`config.mk`:
```
export PLATFORM = sky130hd
export DESIGN_NAME = fetch_unit
export DESIGN_NICKNAME = d
export VERILOG_FILES = /design/src/rtl/fetch_unit_pkg.sv /design/src/rtl/fetch_unit_imm_gen.sv /design/src/rtl/fetch_unit.sv
export SDC_FILE = /design/constraint.sdc
export NUM_CORES = 1
export LEC_CHECK = 0
export ABC_CLOCK_PERIOD_IN_PS = 2600
export BUFFER_PORTS_ARGS = -buffer_cell sky130_fd_sc_hd__buf_2
export CAP_MARGIN = 20
export CORE_MARGIN = 5
export CORE_UTILIZATION = 46
export DETAILED_ROUTE_END_ITERATION = 8
export GPL_ROUTABILITY_DRIVEN = 1
export PLACE_DENSITY_LB_ADDON = 0.08
export SLEW_MARGIN = 40
export SYNTH_ARGS = -nofsm -noshare
export SYNTH_HDL_FRONTEND = slang
export SYNTH_HIERARCHICAL = 1
export SYNTH_SLANG_ARGS = --single-unit
```
`constraint.sdc`:
```
create_clock -name clk -period 2.6 [get_ports clk]
set_clock_uncertainty 0.2 [all_clocks]
set_input_delay 0.13 -clock clk [delete_from_list [all_inputs] [get_ports clk]]
set_output_delay 0.13 -clock clk [all_outputs]
set_load 0.01 [all_outputs]
```
`src/rtl/fetch_unit_pkg.sv`:
```
// ---------------------------------------------------------------------------
// fetch_unit_pkg
// Shared definitions for the instruction fetch path and the control unit:
// fetch FSM state encoding, base opcode constants, and the reset-time NOP.
// ---------------------------------------------------------------------------
package fetch_unit_pkg;

  typedef enum logic [1:0] {
    ST_IDLE  = 2'd0,
    ST_FETCH = 2'd1,
    ST_DONE  = 2'd2
  } fetch_state_e;

  localparam logic [6:0] OP_IMM = 7'b0010011;
  localparam logic [6:0] OP_REG = 7'b0110011;
  localparam logic [6:0] OP_LUI = 7'b0110111;

  // Shift-immediate funct3 codes (slli / srli+srai) carry a 5-bit shamt.
  localparam logic [2:0] F3_SLLI = 3'b001;
  localparam logic [2:0] F3_SRXI = 3'b101;

  // addi x0, x0, 0
  localparam logic [31:0] NOP_INSN = 32'h0000_0013;

endpackage

```
`src/rtl/fetch_unit_imm_gen.sv`:
```
// ---------------------------------------------------------------------------
// imm_gen
// Purely combinational immediate decoder for the instruction register.
//   ir  : instruction word
//   imm : decoded immediate (I-type sign-extended, shift shamt zero-extended,
//         LUI upper immediate, zero for every other opcode)
// ---------------------------------------------------------------------------
module imm_gen
  import fetch_unit_pkg::*;
(
  input  logic [31:0] ir,
  output logic [31:0] imm
);

  logic [6:0] opcode;
  logic [2:0] funct3;
  logic       unused_rd_bits;

  assign opcode = ir[6:0];
  assign funct3 = ir[14:12];
  // The destination field plays no part in any immediate format decoded here.
  assign unused_rd_bits = ^ir[11:7];

  // NOTE: the default assignment at the top of a combinational block keeps
  // every path driven, so no latch can be inferred.
  always_comb begin
    imm = 32'h0000_0000;
    case (opcode)
      OP_IMM: begin
        if (funct3 == F3_SLLI || funct3 == F3_SRXI) begin
          imm = {27'd0, ir[24:20]};
        end else begin
          imm = {{20{ir[31]}}, ir[31:20]};
        end
      end
      OP_LUI:  imm = {ir[31:12], 12'h000};
      default: imm = 32'h0000_0000;
    endcase
  end

endmodule

```
`src/rtl/fetch_unit.sv`:
```
// ---------------------------------------------------------------------------
// fetch_unit
// Multi-cycle instruction fetch: on a fetch_go pulse it requests the word at
// pc, waits for imem_ack (bounded by TIMEOUT cycles), latches it into ir and
// advances pc by 4. A timeout returns to IDLE and sets the sticky fetch_err.
//
// Parameters
//   RESET_PC : pc value after reset
//   TIMEOUT  : FETCH cycles allowed without ack before aborting (2..255)
// Ports
//   clk, rst_n            : clock, synchronous active-low reset
//   fetch_go              : fetch request pulse (ignored while busy)
//   imem_req, imem_addr   : memory read request and address (= pc)
//   imem_ack, imem_rdata  : memory response, honoured only in FETCH
//   pc, ir, ir_valid      : program counter, instruction register, IR valid
//   busy, fetch_err       : fetch in progress, sticky timeout flag
//   opcode..funct7, imm   : fields and immediate decoded from ir
// ---------------------------------------------------------------------------
module fetch_unit
  import fetch_unit_pkg::*;
#(
  parameter logic [31:0] RESET_PC = 32'h0000_0000,
  parameter int unsigned TIMEOUT  = 16
) (
  input  logic        clk,
  input  logic        rst_n,
  input  logic        fetch_go,
  output logic        imem_req,
  output logic [31:0] imem_addr,
  input  logic        imem_ack,
  input  logic [31:0] imem_rdata,
  output logic [31:0] pc,
  output logic [31:0] ir,
  output logic        ir_valid,
  output logic        busy,
  output logic        fetch_err,
  output logic [6:0]  opcode,
  output logic [4:0]  rd,
  output logic [2:0]  funct3,
  output logic [4:0]  rs1,
  output logic [4:0]  rs2,
  output logic [6:0]  funct7,
  output logic [31:0] imm
);

  // Counter value seen in the last FETCH cycle allowed before aborting.
  localparam logic [7:0] TO_LAST = 8'(TIMEOUT - 1);

  fetch_state_e state, state_next;
  logic [7:0]   to_cnt;
  logic         load_ir;
  logic         timed_out;

  // Next-state logic. An ack in the final allowed cycle still wins over the
  // timeout.
  always_comb begin
    state_next = state;
    load_ir    = 1'b0;
    timed_out  = 1'b0;
    case (state)
      ST_IDLE: begin
        if (fetch_go) state_next = ST_FETCH;
      end
      ST_FETCH: begin
        if (imem_ack) begin
          state_next = ST_DONE;
          load_ir    = 1'b1;
        end else if (to_cnt == TO_LAST) begin
          state_next = ST_IDLE;
          timed_out  = 1'b1;
        end
      end
      ST_DONE: begin
        if (fetch_go) state_next = ST_FETCH;
      end
      default: state_next = ST_IDLE;
    endcase
  end

  // NOTE: sequential state uses non-blocking assignments so every register
  // samples the pre-edge values, independent of block ordering.
  always_ff @(posedge clk) begin
    if (!rst_n) begin
      state <= ST_IDLE;
    end else begin
      state <= state_next;
    end
  end

  // Datapath registers. Reset has priority, so an ack arriving in a reset
  // cycle is dropped along with the fetch it belonged to.
  always_ff @(posedge clk) begin
    if (!rst_n) begin
      pc        <= RESET_PC;
      ir        <= NOP_INSN;
      fetch_err <= 1'b0;
      to_cnt    <= 8'd0;
    end else begin
      if (load_ir) begin
        ir <= imem_rdata;
        pc <= pc + 32'd4;
      end
      if (timed_out) fetch_err <= 1'b1;
      // Zero on every way into FETCH; counts only while waiting in FETCH.
      if (state == ST_FETCH && state_next == ST_FETCH) begin
        to_cnt <= to_cnt + 8'd1;
      end else begin
        to_cnt <= 8'd0;
      end
    end
  end

  assign busy      = (state == ST_FETCH);
  assign imem_req  = busy;
  assign imem_addr = pc;
  assign ir_valid  = (state == ST_DONE);

  assign opcode = ir[6:0];
  assign rd     = ir[11:7];
  assign funct3 = ir[14:12];
  assign rs1    = ir[19:15];
  assign rs2    = ir[24:20];
  assign funct7 = ir[31:25];

  imm_gen u_imm_gen (
    .ir  (ir),
    .imm (imm)
  );

endmodule

```
==> flow_summary.yaml <==
outcome:
  status: "finished, final reports clean"
worst_setup_path:
  required_ns: 2.27
  worstPathMaxFanout: 20
  critPathKind: "reg -> out"
  cp.arrival_ns: 2.09
  crit_path_start_kind: "register"
  critPathCaptureType: "output pin"
synth:
  syn_avg_cell_area_sq_um: 7.77
  ys_async_sr_fraction_pct: 0
  synth_largest_area_cell: "dfxtp_1"
  synth_cell_types: 37
  ys_warn_count: 6
  synth_edf_count: 0
  synth_seq_cells: 73
  netlist_area_sq_um: 3840
  seq_area_frac_synth_pct: 38.0
  syn_inst: 495
  synth_common_cells: "nand2_1, dfxtp_1, a21oi_1"
  synth.most_common_cell: "nand2_1"
  synth_area_leaders: "dfxtp_1, buf_4, nand2_1"
  synthFlopType: "dfxtp_1"
  synth_top_cell_area_share_pct: 38.0
routing:
  vias: 3865
  ant_nets: 0
  drtPass1Iterations: 6
  drt_iter0_drc: 119
  avgRoutedWirePerCell_um: 14.8
  drt_drc_violations_left: 0
  via_per_inst: 5.07
  wl_um: 11300
min_path:
  hp-class: "in -> reg"
power:
  p_seq_share_pct: 49.2
  p_leak_nw: 2.35
  pwr-share-clk_pct: 38.4
  vdd_ir_drop_max_v: 0.000342
  power_switching_mw: 0.625
  internal-power_mw: 1.74
  pwr-share-comb_pct: 12.4
  p_total_mw: 2.37
  powerDensity_nw_per_um2: 477
  swShare_pct: 26.4
clocking:
  htree_levels: 3
  clockBufferDepth: 2
  cts-root-buf: "clkbuf_8"
  post_cts.repair.setup_buffers: 0
  cts_sinks: 73
  cts_tree: "built"
  clk_pin_slew_worst_paths_ns: 0.08
  clkLatencyLatePin_ns: 0.34
  cts_buffers: 9
global_routing:
  grt_pass1_wl_um: 17400
  grt_start_max_net_pins: 39
  grt_pass1_vias: 3555
  track_usage_pct: 21.0
  use_met3_pct: 3.86
  busiest_layer: "met2"
  overflow: 0
  met1_usage_pct: 25.7
  antenna_found_initial: 0
  gr-usage-met2_pct: 36.8
place:
  dp.cells: 709
  place_congestion: 0.782
  pre_cts_ws_ns: 0.385
  io_buffers: 195
  dpl_cell_area_sq_um: 4380
  hpwlAfterDp_um: 7980
sta:
  worst_pin_slew_ns: 0.778
  hold_slack_ns: 0.103
  report.final.setup_viol: 0
  rsz0062_at_grt: "false"
  setup_ws_ns: 0.176
  report.final.slew_viol_count: 0
  slew_headroom_pct: 48.0
  post-route-period-util_pct: 93.2
  tns_ns: 0
  post-route-min-period_ns: 2.42
  fmax_ghz: 0.413
  finalHoldViolCount: 0
final_layout:
  syn_to_final_growth_pct: 29.1
  antennaDiodeCount: 0
  final_layout_size_suffix_gt1_share_pct: 34.2
  finalNonFillerCells: 763
  fin_nets: 691
  fillerInstances: 801
  post-route-util_pct: 60.7
  stdcell_area_sq_um: 4960
die:
  die_area_sq_um: 10300
  start_util_pct: 47.0
  fp.dieW_um: 101
  num_io_pins: 200
  row_count: 33
  die_y_um: 101
  core-area_sq_um: 8180
run:
  maxCapViolCount: 0
## worst paths after layout
kind / start / endpoint / slack [ns] / cells past startpoint
max: ir[13] / imm[19] / 0.18 / 4
min: rst_n / to_cnt[1] / 0.10 / 3
max reg2reg: imem_addr[5] / imem_addr[29] / 0.35 / 4
min reg2reg: to_cnt[0] / to_cnt[0] / 0.25 / 1
## worst max-delay path: stages, from the launching register on
cell and delay (ns):
dfxtp_1 0.39, nand2b_2 0.22, nand3_1 0.58, a21oi_1 0.38
buf_2 0.18
## power groups by stage
stage	registers [mW]	clock network [mW]	logic [mW]
global placement	1.19	0	0.246
detailed placement	1.19	0	0.247
global route	1.17	0.990	0.322
floorplan	1.20	0	0.166
finish	1.17	0.910	0.293
CTS	1.17	0.937	0.293
## cell usage in the layout (no fill, tap or decap), types with 4 or more instances in the layout
cell | synthesis | routed
buf_2 | 3 | 195
nand2_1 | 99 | 99
dfxtp_1 | 73 | 73
a21oi_1 | 72 | 72
dlygate4sd3_1 | 0 | 38
nor2_1 | 22 | 22
nand3_1 | 15 | 15
o31ai_1 | 14 | 14
or4_1 | 14 | 14
and3_1 | 11 | 11
nand4_1 | 11 | 11
xor2_1 | 10 | 10
clkbuf_8 | 0 | 10
and2_1 | 9 | 9
xnor2_1 | 6 | 6
inv_1 | 6 | 6
buf_4 | 70 | 6
o21ai_0 | 5 | 5
or3_1 | 5 | 5
nor2b_1 | 4 | 4
and4_1 | 4 | 4
conb_1 | 1 | 4
## area by class of cell
cell class                 instances  area [sq um]  area share [%]
timing repair buffer             240          1420            28.6
clock inverter                     6          66.3            1.34
multi-input combinational        322          1720            34.6
clock buffer                      10           138            2.77
sequential                        73          1460            29.4
inverter                           7          26.3           0.529
tap                              105           131            2.65
## repair_timing
action	in CTS	in global routing
endpoints found under the hold margin	35	0
hold buffers	38	0
resized for setup	0	0
## kinds of logic after synthesis
| family | count (synthesis) | synth area share [%] |
|---|---|---|
| simple gates | 208 | 27.1 |
| buf+inv | 103 | 17.6 |
| compound gates | 92 | 13.0 |
| flops | 73 | 38.0 |
| xor+xnor | 16 | 3.64 |
| fa+ha+maj | 2 | 0.651 |
| other cells | 1 | 0.0975 |
## sequential cells by signal, summed over array words and instances, names as in the netlist
signal and cells:
ir 32, imem_addr 30, to_cnt 8, state 2, fetch_err 1
## per-layer routing
layer	vias up	part of all wire (%)
met5	-	0
met4	0	1.1
met3	9	7.0
met2	119	49
met1	1803	43
li1	1934	-
Power figures use the tool's default switching activity.
